--- src/rtl/axi_lite_mem_master_if.sv ---
// AXI4-Lite master-side bundle used by axi_lite_mem_master.
// The master modport drives AW/W/AR and the B/R readies; the slave modport mirrors it.
interface axi_lite_mem_master_if #(
    parameter int ADDR_W = 32,
    parameter int DATA_W = 32
) ();
    logic [ADDR_W-1:0]   m_awaddr;
    logic [2:0]          m_awprot;
    logic                m_awvalid;
    logic                m_awready;
    logic [DATA_W-1:0]   m_wdata;
    logic [DATA_W/8-1:0] m_wstrb;
    logic                m_wvalid;
    logic                m_wready;
    logic [1:0]          m_bresp;
    logic                m_bvalid;
    logic                m_bready;
    logic [ADDR_W-1:0]   m_araddr;
    logic [2:0]          m_arprot;
    logic                m_arvalid;
    logic                m_arready;
    logic [DATA_W-1:0]   m_rdata;
    logic [1:0]          m_rresp;
    logic                m_rvalid;
    logic                m_rready;

    modport master (
        output m_awaddr, m_awprot, m_awvalid, input m_awready,
        output m_wdata, m_wstrb, m_wvalid, input m_wready,
        input m_bresp, m_bvalid, output m_bready,
        output m_araddr, m_arprot, m_arvalid, input m_arready,
        input m_rdata, m_rresp, m_rvalid, output m_rready
    );

    modport slave (
        input m_awaddr, m_awprot, m_awvalid, output m_awready,
        input m_wdata, m_wstrb, m_wvalid, output m_wready,
        output m_bresp, m_bvalid, input m_bready,
        input m_araddr, m_arprot, m_arvalid, output m_arready,
        output m_rdata, m_rresp, m_rvalid, input m_rready
    );
endinterface

--- src/rtl/axi_lite_mem_master.sv ---
// Single-outstanding bridge from a req/done CPU memory port to an AXI4-Lite master.
// Define AXI_TIMEOUT_EN to add a watchdog that aborts a hung transaction with err=1.
module axi_lite_mem_master #(
    parameter int ADDR_W         = 32,
    parameter int DATA_W         = 32,
    parameter int TIMEOUT_CYCLES = 1024
) (
    input  logic              clk,
    input  logic              rst,
    input  logic              req,
    input  logic              we,
    input  logic [ADDR_W-1:0] addr,
    input  logic [DATA_W-1:0] wdata,
    input  logic [3:0]        wstrb,
    output logic              busy,
    output logic              done,
    output logic [DATA_W-1:0] rdata,
    output logic              err,
    axi_lite_mem_master_if.master bus
);

    typedef enum logic [2:0] {IDLE, WR_AW_W, WR_B, RD_AR, RD_R} state_t;

    state_t            state_q, state_d;
    logic [ADDR_W-1:0] addr_q;
    logic [DATA_W-1:0] wdata_q;
    logic [3:0]        wstrb_q;
    logic              aw_done_q, w_done_q;
    logic              accept, aw_hs, w_hs, b_hs, ar_hs, r_hs, timeout;

    assign accept = (state_q == IDLE) && req;
    assign aw_hs  = bus.m_awvalid && bus.m_awready;
    assign w_hs   = bus.m_wvalid  && bus.m_wready;
    assign b_hs   = bus.m_bvalid  && bus.m_bready;
    assign ar_hs  = bus.m_arvalid && bus.m_arready;
    assign r_hs   = bus.m_rvalid  && bus.m_rready;

`ifdef AXI_TIMEOUT_EN
    localparam int WD_W    = $clog2(TIMEOUT_CYCLES);
    localparam int WD_LAST = TIMEOUT_CYCLES - 2;
    logic [WD_W-1:0] wd_q;

    // Trips on the edge where the count would reach TIMEOUT_CYCLES-1.
    assign timeout = (state_q != IDLE) && (wd_q == WD_W'(WD_LAST));

    always_ff @(posedge clk) begin
        if (rst || accept) wd_q <= '0;
        else if (state_q != IDLE) wd_q <= wd_q + 1'b1;
    end
`else
    localparam int unused_timeout_cycles = TIMEOUT_CYCLES;
    assign timeout = 1'b0;
`endif

    logic unused_resp_lsb;
    assign unused_resp_lsb = bus.m_bresp[0] ^ bus.m_rresp[0];

    always_ff @(posedge clk) begin
        if (rst) state_q <= IDLE;
        else     state_q <= state_d;
    end

    always_comb begin
        state_d = state_q;
        unique case (state_q)
            IDLE:    if (req) state_d = we ? WR_AW_W : RD_AR;
            WR_AW_W: if ((aw_done_q || aw_hs) && (w_done_q || w_hs)) state_d = WR_B;
            WR_B:    if (bus.m_bvalid) state_d = IDLE;
            RD_AR:   if (bus.m_arready) state_d = RD_R;
            RD_R:    if (bus.m_rvalid) state_d = IDLE;
            default: state_d = IDLE;
        endcase
        if (timeout) state_d = IDLE;
    end

    // NOTE: valids/readies are decoded from registered state and flags only, so they
    // change solely on clock edges and never depend on the slave's ready inputs.
    always_comb begin
        busy           = (state_q != IDLE);
        bus.m_awvalid  = (state_q == WR_AW_W) && !aw_done_q;
        bus.m_wvalid   = (state_q == WR_AW_W) && !w_done_q;
        bus.m_bready   = (state_q == WR_B);
        bus.m_arvalid  = (state_q == RD_AR);
        bus.m_rready   = (state_q == RD_R);
        bus.m_awaddr   = addr_q;
        bus.m_araddr   = addr_q;
        bus.m_wdata    = wdata_q;
        bus.m_wstrb    = wstrb_q;
        bus.m_awprot   = 3'b000;
        bus.m_arprot   = 3'b000;
    end

    // NOTE: reset is synchronous, so it lives inside the clocked branch, not the sensitivity list.
    always_ff @(posedge clk) begin
        if (rst) begin
            addr_q    <= '0;
            wdata_q   <= '0;
            wstrb_q   <= '0;
            aw_done_q <= 1'b0;
            w_done_q  <= 1'b0;
            done      <= 1'b0;
            err       <= 1'b0;
            rdata     <= '0;
        end else begin
            done <= 1'b0;
            if (accept) begin
                addr_q    <= addr;
                wdata_q   <= wdata;
                wstrb_q   <= wstrb;
                aw_done_q <= 1'b0;
                w_done_q  <= 1'b0;
            end
            if (aw_hs) aw_done_q <= 1'b1;
            if (w_hs)  w_done_q  <= 1'b1;
            if (b_hs) begin
                done <= 1'b1;
                err  <= bus.m_bresp[1];
            end
            if (r_hs) begin
                done <= 1'b1;
                err  <= bus.m_rresp[1];
                if (!bus.m_rresp[1]) rdata <= bus.m_rdata;
            end
            if (timeout) begin
                done <= 1'b1;
                err  <= 1'b1;
            end
        end
    end

endmodule

--- src/flat_wrapper.sv ---
// flat-port wrapper written by rule: the top's interface ports become plain ports
module axi_lite_mem_master_flat 
#(
    parameter int ADDR_W         = 32,
    parameter int DATA_W         = 32,
    parameter int TIMEOUT_CYCLES = 1024
)
  (clk, rst, req, we, addr, wdata, wstrb, busy, done, rdata, err, bus_m_awaddr, bus_m_awprot, bus_m_awvalid, bus_m_awready, bus_m_wdata, bus_m_wstrb, bus_m_wvalid, bus_m_wready, bus_m_bresp, bus_m_bvalid, bus_m_bready, bus_m_araddr, bus_m_arprot, bus_m_arvalid, bus_m_arready, bus_m_rdata, bus_m_rresp, bus_m_rvalid, bus_m_rready);
  axi_lite_mem_master_if #(.ADDR_W(ADDR_W), .DATA_W(DATA_W)) bus_i ();
  input  logic clk;
  input  logic rst;
  input  logic req;
  input  logic we;
  input  logic [ADDR_W-1:0] addr;
  input  logic [DATA_W-1:0] wdata;
  input  logic [3:0] wstrb;
  output logic busy;
  output logic done;
  output logic [DATA_W-1:0] rdata;
  output logic err;
  output wire logic [$bits(bus_i.m_awaddr)-1:0] bus_m_awaddr;
  output wire logic [$bits(bus_i.m_awprot)-1:0] bus_m_awprot;
  output wire logic [$bits(bus_i.m_awvalid)-1:0] bus_m_awvalid;
  input wire logic [$bits(bus_i.m_awready)-1:0] bus_m_awready;
  output wire logic [$bits(bus_i.m_wdata)-1:0] bus_m_wdata;
  output wire logic [$bits(bus_i.m_wstrb)-1:0] bus_m_wstrb;
  output wire logic [$bits(bus_i.m_wvalid)-1:0] bus_m_wvalid;
  input wire logic [$bits(bus_i.m_wready)-1:0] bus_m_wready;
  input wire logic [$bits(bus_i.m_bresp)-1:0] bus_m_bresp;
  input wire logic [$bits(bus_i.m_bvalid)-1:0] bus_m_bvalid;
  output wire logic [$bits(bus_i.m_bready)-1:0] bus_m_bready;
  output wire logic [$bits(bus_i.m_araddr)-1:0] bus_m_araddr;
  output wire logic [$bits(bus_i.m_arprot)-1:0] bus_m_arprot;
  output wire logic [$bits(bus_i.m_arvalid)-1:0] bus_m_arvalid;
  input wire logic [$bits(bus_i.m_arready)-1:0] bus_m_arready;
  input wire logic [$bits(bus_i.m_rdata)-1:0] bus_m_rdata;
  input wire logic [$bits(bus_i.m_rresp)-1:0] bus_m_rresp;
  input wire logic [$bits(bus_i.m_rvalid)-1:0] bus_m_rvalid;
  output wire logic [$bits(bus_i.m_rready)-1:0] bus_m_rready;
  assign bus_m_awaddr = bus_i.m_awaddr;
  assign bus_m_awprot = bus_i.m_awprot;
  assign bus_m_awvalid = bus_i.m_awvalid;
  assign bus_i.m_awready = bus_m_awready;
  assign bus_m_wdata = bus_i.m_wdata;
  assign bus_m_wstrb = bus_i.m_wstrb;
  assign bus_m_wvalid = bus_i.m_wvalid;
  assign bus_i.m_wready = bus_m_wready;
  assign bus_i.m_bresp = bus_m_bresp;
  assign bus_i.m_bvalid = bus_m_bvalid;
  assign bus_m_bready = bus_i.m_bready;
  assign bus_m_araddr = bus_i.m_araddr;
  assign bus_m_arprot = bus_i.m_arprot;
  assign bus_m_arvalid = bus_i.m_arvalid;
  assign bus_i.m_arready = bus_m_arready;
  assign bus_i.m_rdata = bus_m_rdata;
  assign bus_i.m_rresp = bus_m_rresp;
  assign bus_i.m_rvalid = bus_m_rvalid;
  assign bus_m_rready = bus_i.m_rready;
  axi_lite_mem_master #(.ADDR_W(ADDR_W), .DATA_W(DATA_W), .TIMEOUT_CYCLES(TIMEOUT_CYCLES)) u_core (.clk(clk), .rst(rst), .req(req), .we(we), .addr(addr), .wdata(wdata), .wstrb(wstrb), .busy(busy), .done(done), .rdata(rdata), .err(err), .bus(bus_i));
endmodule
--- config.mk ---
export PLATFORM = sky130hd
export DESIGN_NAME = axi_lite_mem_master_flat
export DESIGN_NICKNAME = d
export VERILOG_FILES = /design/src/rtl/axi_lite_mem_master_if.sv /design/src/rtl/axi_lite_mem_master.sv /design/src/flat_wrapper.sv
export SDC_FILE = /design/constraint.sdc
export NUM_CORES = 1
export LEC_CHECK = 0
export ABC_CLOCK_PERIOD_IN_PS = 1500
export CORE_UTILIZATION = 33
export DETAILED_ROUTE_END_ITERATION = 16
export PLACE_DENSITY = 0.77
export SYNTH_ARGS = -nofsm -noshare
export SYNTH_HDL_FRONTEND = slang
export SYNTH_SLANG_ARGS = --single-unit
--- constraint.sdc ---
create_clock -name clk -period 1.5 [get_ports clk]
set_input_delay 0.3 -clock clk [delete_from_list [all_inputs] [get_ports clk]]
set_output_delay 0.3 -clock clk [all_outputs]
set_load 0.01 [all_outputs]
==> results of run 1 <==
## what timing repair did
item,in CTS,in global routing
pin swaps,5,5
buffers inserted,5,2
resized for setup,190,28
setup endpoints to repair,241,102
cloned,1,5
## worst max-delay path: stages, from the launching register on
cell and delay [ps]:
sky130_fd_sc_hd__dfxtp_2 350, sky130_fd_sc_hd__buf_6 130, sky130_fd_sc_hd__nor2b_2 50, sky130_fd_sc_hd__buf_4 130, sky130_fd_sc_hd__a22o_1 230, sky130_fd_sc_hd__or3_1 330, sky130_fd_sc_hd__a221oi_2 250
## cells in the final DEF (no fill, tap or decap), drive strengths merged
cell,instances
nand2,208
dlygate4sd2,134
clkdlybuf4s50,109
dfxtp,107
a21oi,104
buf,43
clkbuf,13
nor2,7
conb,6
bufinv,3
nor3b,3
and2,2
nand3b,2
clkinvlp,2
nor2b,2
inv,2
nor3,1
nand4bb,1
or2,1
mux2i,1
o22ai,1
a22o,1
or3,1
o21ai,1
o311ai,1
a221oi,1
nand3,1
a311oi,1
nor4,1
clkinv,1
## final timing paths
path | start | end | slack, ps | depth (start not counted)
max | u_core.state_q[2] | u_core.state_q[1] | -50 | 6
max reg2reg | u_core.state_q[2] | u_core.state_q[1] | -50 | 6
min reg2reg | u_core.bus.m_wdata[4] | u_core.bus.m_wdata[4] | 450 | 2
min | rst | u_core.bus.m_wdata[29] | 360 | 2
## per-stage QoR
stage / std cells / area [µm²] / worst slack (ps)
floorplan: 530 / 4110 / 48.71
CTS: 922 / 7012 / -48.61
finish: 929 / 7233 / -50.07
global route: 929 / 7233 / -143.6
detailed placement: 900 / 6664 / -367.0
global placement: 900 / 6664 / -313.5
## power by group through the flow
stage | Clock (W) | Sequential, W | Combinational [W]
after global placement | 0 | 0.00323 | 0.00181
after CTS | 0.00276 | 0.00317 | 0.00183
final | 0.00269 | 0.00317 | 0.00195
after floorplan | 0 | 0.00331 | 0.000737
after detailed placement | 0 | 0.00324 | 0.00185
after global routing | 0.00287 | 0.00320 | 0.00210
## cells by family after synthesis
group                  count (synthesis)
AND/OR/NAND/NOR                      230
AO/OA/AOI/OAI                        110
flip-flops                           107
buffers and inverters                 76
multiplexers                           1
other                                  1
## routing by layer
metal  global-route usage, %  up-vias  wire length (µm)
li1                        -     2099                 -
met2                   35.75      195              6739
met5                       0        -                 0
met3                   6.320       31              1106
met4                   9.649        0               366
met1                   21.51     1962              5324
## flip-flops by register name, indices dropped and copies added (netlist names)
name / count
u_core.done: 1
u_core.aw_done_q: 1
u_core.bus.m_wstrb: 4
u_core.state_q: 3
u_core.w_done_q: 1
u_core.bus.m_araddr: 32
u_core.err: 1
u_core.bus.m_wdata: 32
u_core.rdata: 32
## area by class of cell
cell class              instances  area, µm²  share of cell area [%]
multi-input cells             347       1693                   23.40
repair buffers                289       2829                   39.11
inverters                       2      7.507                  0.1038
clock inverters                 6      113.9                   1.574
flip-flops and latches        107       2151                   29.74
clock buffers                  10      229.0                   3.166
well taps                     168      210.2                   2.906
==> run summary, run 1 <==
## Worst setup path
- maximum fanout along the worst path: 5
- CP Data Required Time: 1750 ps
- arrival time worst endpoint: 1800 ps
- crit path launch type: flip-flop
- nature of the critical path endpoint: flip-flop
- Worst Path Class, Setup: reg -> reg

## Route
- residual antenna-violating net count after detailed routing: 0
- number of design rule violations left after detail routing: 0
- via density per instance: 4.615
- average wire length per cell after detail routing: 14.57 µm
- initial drt markers: 215
- wire length after detailed routing: 13,540 µm
- total vias in the final route: 4,287
- TritonRoute pass-1 iters: 4

## STA
- maximum clock frequency: 645.1 MHz
- hold_ws: 363.1 ps
- Final setup viols: 29
- crit path time final: 1550 ps
- RSZ-0062 raised after global routing: yes
- Final Hold Vio Count: 0
- setup slack after layout: -50.07 ps
- Total Negative Setup Slacks: -595.6 ps
- Final Max Slew Viols: 0
- Final period util: 103.3%
- Worst Clk Skew: 7.937 ps

## Power
- worst IR drop on VDD: 0.6673 mV
- internal power: 0.005713 W
- Final Total Pwr: 0.007812 W
- sequential fraction of design power: 40.6%
- combinational share of power: 24.9%
- PwrDens: 1080 nW/µm²
- leakage: 3.256 nW
- Clk network pwr share: 34.4%
- Net Switching: 0.002099 W
- switching share of total power: 26.87%

## Final layout
- fraction of layout cells with a size suffix above 1: 14.19%
- area growth from synthesis to final layout: 76.79%
- final net count: 869
- Fillers: 1,023
- antenna diode count: 0
- Util after Layout: 59.97%

## Logic synthesis
- share of synthesized registers carrying an async set or reset: 0%
- sequential element share of the synthesized area: 52.35%
- xor and xnor fraction of the mapped netlist area: 0%
- largest family of logic cells by synthesized area: simple AND/OR/NAND/NOR gates
- Synth Warn #: 0
- leading area contributor after synthesis: sky130_fd_sc_hd__dfxtp_1
- Area contributors post-synth: sky130_fd_sc_hd__dfxtp_1 (52%), sky130_fd_sc_hd__nand2_1 (19%), sky130_fd_sc_hd__a21oi_1 (13%), sky130_fd_sc_hd__buf_4 (7.5%), sky130_fd_sc_hd__clkbuf_1 (2.0%)
- number of synthesized flops with an enable pin: 0
- share of the synthesized area in compound gates (AO/OA/AOI/OAI): 14.01%
- Mapped Avg Cell Area: 7.793 µm²
- cell count after synthesis: 525
- number of library cell types mapped by synthesis: 26
- multiplexer share of the synthesized area: 0.2446%
- synthesized-area fraction occupied by and/or/nand/nor cells: 22.23%
- fraction of post-synthesis cell area in the top cell type by area: 52.35%
- most common library cells after synthesis: sky130_fd_sc_hd__nand2_1 (208), sky130_fd_sc_hd__dfxtp_1 (107), sky130_fd_sc_hd__a21oi_1 (104)
- combined area of all synthesized cells: 4091 µm²
- flip-flop and latch count after synthesis: 107
- cell with the most instances after synthesis: sky130_fd_sc_hd__nand2_1
- area share of fa/ha/maj cells after synthesis: 0%
- leading register cell type out of synthesis: sky130_fd_sc_hd__dfxtp_1

## Floorplanning
- area of the core: 12,060 µm²
- Die ar.: 12,850 µm²
- placement row count: 40
- initial core utilization: 33.92%
- chip width: 113.3 µm
- io pins: 259
- floorplan die height: 113.3 µm

## Run status
- status: finished, violations left
- violated checks: setup timing

## Placement
- HPWL after DPL: 9359 µm
- weighted congestion at the end of routability-driven global placement: 0.7740
- Buffers on Ports: 250

## Global routing
- total congestion overflow: 0
- maximum number of pins on one net before global-route repair: 41
- All-Layer GR Usage: 20.07%
- global-route wire length before repair: 20,270 µm
- antenna violations before repair: 0
- via count of the first global-routing pass: 4,216

## Flow run
- max-capacitance violation count: 0

## Clocking
- TritonCTS clock tree: done
- count of clock tree sinks: 107
- clock latency of the later-clocked register in the worst-skew pair: 350 ps
- CTS root buffer: sky130_fd_sc_hd__clkbuf_16
- TritonCTS buffer count: 9
- Clock transition at path regs: 70 ps
- Hold-fix buffers, CTS: 0
- maximum clock path buffer count: 2
- number of H-tree levels: 3

## Min path
- worst hold path type: in -> reg

Note: power is estimated with default switching activity, not from simulation.
==> inputs of run 2 (changes only) <==
Settings changed: ABC_CLOCK_PERIOD_IN_PS 1500 to 1950, CORE_ASPECT_RATIO set to 0.7, CORE_UTILIZATION 33 to 39, PLACE_DENSITY 0.77 to 0.85.
Clock period 1.5 ns to 1.95 ns, I/O delays scaled along.
==> run 2 against run 1 <==
  * The run now ends clean
  * Worst hold slack better by 91 ps
  * Setup slack improved by 180 ps
  * First-iteration DRC count shrank 33%
  * Design area shrank 4.2%
  * Critical path type is now reg -> out
==> run summary, run 2 (same netlist as run 1, synthesis figures left out) <==
## Clocking
- CTS root buffer: sky130_fd_sc_hd__clkbuf_16, unchanged
- TritonCTS clock tree: done, unchanged
- clock latency of the later-clocked register in the worst-skew pair: 340 ps, was 350 ps
- count of clock tree sinks: 107, unchanged
- Hold-fix buffers, CTS: 0, unchanged
- maximum clock path buffer count: 2, unchanged
- TritonCTS buffer count: 9, unchanged
- Clock transition at path regs: 70 ps, about the same
- number of H-tree levels: 3, unchanged

## Route
- length of routed met3 wiring: 894 µm, was 1106 µm
- TritonRoute pass-1 iters: 4, unchanged
- total vias in the final route: 4,123, was 4,287
- wire length after detailed routing: 12,230 µm, was 13,540 µm
- average wire length per cell after detail routing: 14.17 µm, was 14.57 µm
- number of design rule violations left after detail routing: 0, unchanged
- uppermost signal routing layer after detailed routing: met4, unchanged
- Met1 Wirelength: 4692 µm, was 5324 µm
- initial drt markers: 145, was 215
- via density per instance: 4.778, was 4.615
- met2 wire len: 6375 µm, was 6739 µm
- residual antenna-violating net count after detailed routing: 0, unchanged

## Floorplanning
- chip width: 124.4 µm, was 113.3 µm
- initial core utilization: 41.13%, was 33.92%
- placement row count: 30, was 40
- io pins: 259, unchanged
- floorplan die height: 87.70 µm, was 113.3 µm
- Die ar.: 10,910 µm², was 12,850 µm²
- area of the core: 9947 µm², was 12,060 µm²

## Worst setup path
- crit path launch type: flip-flop, unchanged
- Worst Path Class, Setup: reg -> out, was reg -> reg
- arrival time worst endpoint: 1430 ps, was 1800 ps
- maximum fanout along the worst path: 8, was 5
- CP Data Required Time: 1560 ps, was 1750 ps
- nature of the critical path endpoint: primary output, was flip-flop

## Global routing
- All-Layer GR Usage: 21.92%, was 20.07%
- maximum number of pins on one net before global-route repair: 62, was 41
- via count of the first global-routing pass: 4,035, was 4,216
- antenna violations before repair: 0, unchanged
- total congestion overflow: 0, unchanged
- global-route wire length before repair: 19,130 µm, was 20,270 µm

## Final layout
- final design area excluding fillers: 6932 µm², was 7233 µm²
- fraction of layout cells with a size suffix above 1: 5.578%, was 14.19%
- leading cell types in the layout, fill and taps excluded: sky130_fd_sc_hd__clkdlybuf4s50_1 (243), sky130_fd_sc_hd__nand2_1 (207), sky130_fd_sc_hd__a21oi_1 (104), sky130_fd_sc_hd__dfxtp_1 (104), sky130_fd_sc_hd__clkbuf_16 (9), was sky130_fd_sc_hd__nand2_1 (199), sky130_fd_sc_hd__dlygate4sd2_1 (134), sky130_fd_sc_hd__clkdlybuf4s50_1 (109)
- area growth from synthesis to final layout: 69.42%, was 76.79%
- Util after Layout: 69.69%, was 59.97%
- antenna diode count: 0, unchanged
- final net count: 843, was 869
- most common cell after layout, fill and taps aside: sky130_fd_sc_hd__clkdlybuf4s50_1, was sky130_fd_sc_hd__nand2_1

## STA
- Worst Clk Skew: 4.443 ps, was 7.937 ps
- maximum clock frequency: 549.5 MHz
- Final Max Slew Viols: 0, unchanged
- Final setup viols: 0, was 29
- Final period util: 93.33%
- measured slew at the worst slew-check pin: 609.0 ps
- Final Hold Vio Count: 0, unchanged
- worst slew margin relative to its limit: 59.40%
- RSZ-0062 raised after global routing: no, was yes
- Total Negative Setup Slacks: 0 ps, was -595.6 ps
- crit path time final: 1820 ps

## Placement
- placed standard-cell area: 6504 µm², was 6664 µm²
- HPWL after DPL: 9089 µm, was 9359 µm
- weighted congestion at the end of routability-driven global placement: 0.7985, was 0.7740
- Buffers on Ports: 250, unchanged

## Power
- leakage: 2.550 nW, was 3.256 nW
- worst IR drop on VDD: 0.7759 mV, was 0.6673 mV
- PwrDens: 886.2 nW/µm², was 1080 nW/µm²

## Min path
- worst hold path type: reg -> reg, was in -> reg

## Flow run
- max-capacitance violation count: 0, unchanged

## Run status
- status: complete, no violations, was finished, violations left

==> run 2: cell count changes in the layout (fill, tap and decap cells not counted), moves of 11 or more <==
cell / previous run / this run
sky130_fd_sc_hd__clkdlybuf4s50_1: 109 / 243
sky130_fd_sc_hd__dlygate4sd2_1: 134 / 4
sky130_fd_sc_hd__a21oi_1: 81 / 104
sky130_fd_sc_hd__a21oi_2: 23 / 0
sky130_fd_sc_hd__buf_4: 19 / 8
sky130_fd_sc_hd__buf_6: 11 / 0
==> run 2: worst max-delay path, cell delays in order, from the launching register on <==
cell,delay [ps]
sky130_fd_sc_hd__dfxtp_2,420
sky130_fd_sc_hd__nor2b_2,200
sky130_fd_sc_hd__and2_1,160
sky130_fd_sc_hd__dlygate4sd2_1,300
==> run 2: layout make-up <==
cell class                      count  area [µm²]
Clock buffer                       10       239.0
Clock inverter                      6       158.9
Fill cell                         741        3015
Inverter                            2       7.507
Multi-Input combinational cell    347        1545
Sequential cell                   107        2148
Tap cell                          128       160.2
Timing Repair Buffer              263        2673
==> run 2: metal layers <==
metal	up-vias	track usage, %
li1	2041	-
met1	1893	22.72
met2	168	41.64
met3	21	7.697
met4	0	7.777
met5	-	0
==> run 2: final timing paths <==
kind / startpoint / endpoint / cells past startpoint / slack, ps
setup / recovery: u_core.state_q[1] / bus_m_arvalid / 3 / 130
hold / removal: u_core.bus.m_wdata[12] / u_core.bus.m_wdata[12] / 2 / 450
setup reg to reg: u_core.state_q[0] / u_core.state_q[1] / 4 / 400
hold reg to reg: u_core.bus.m_wdata[12] / u_core.bus.m_wdata[12] / 2 / 450
==> run 2: repair_timing <==
item / in CTS / in global routing
endpoints found under the setup margin: 6 / 2
gates resized for setup: 12 / 3
setup buffers: 0 / 0
==> run 2: report_power, final <==
| part | internal, W | leakage, nW | total (W) | switching [W] |
|---|---|---|---|---|
| clock | 0.00155 | 0.193 | 0.00234 | 0.000785 |
| sequential | 0.00234 | 0.874 | 0.00246 | 0.000116 |
| combinational | 0.000752 | 1.48 | 0.00135 | 0.000593 |
==> run 2: stage by stage <==
| step | hold slack [ps] | cells | worst slack (ps) | power (W) |
|---|---|---|---|---|
| after global routing | 466.5 | 863 | 42.50 | 0.006397 |
| after global placement | 441.1 | 847 | 9.385 | 0.003811 |
| after CTS | 455.4 | 863 | -17.69 | 0.006214 |
| final | 453.7 | 863 | 130.1 | 0.006143 |
| after detailed placement | 445.3 | 847 | -39.23 | 0.003850 |
| after floorplan | 453.2 | 530 | 438.9 | 0.003114 |
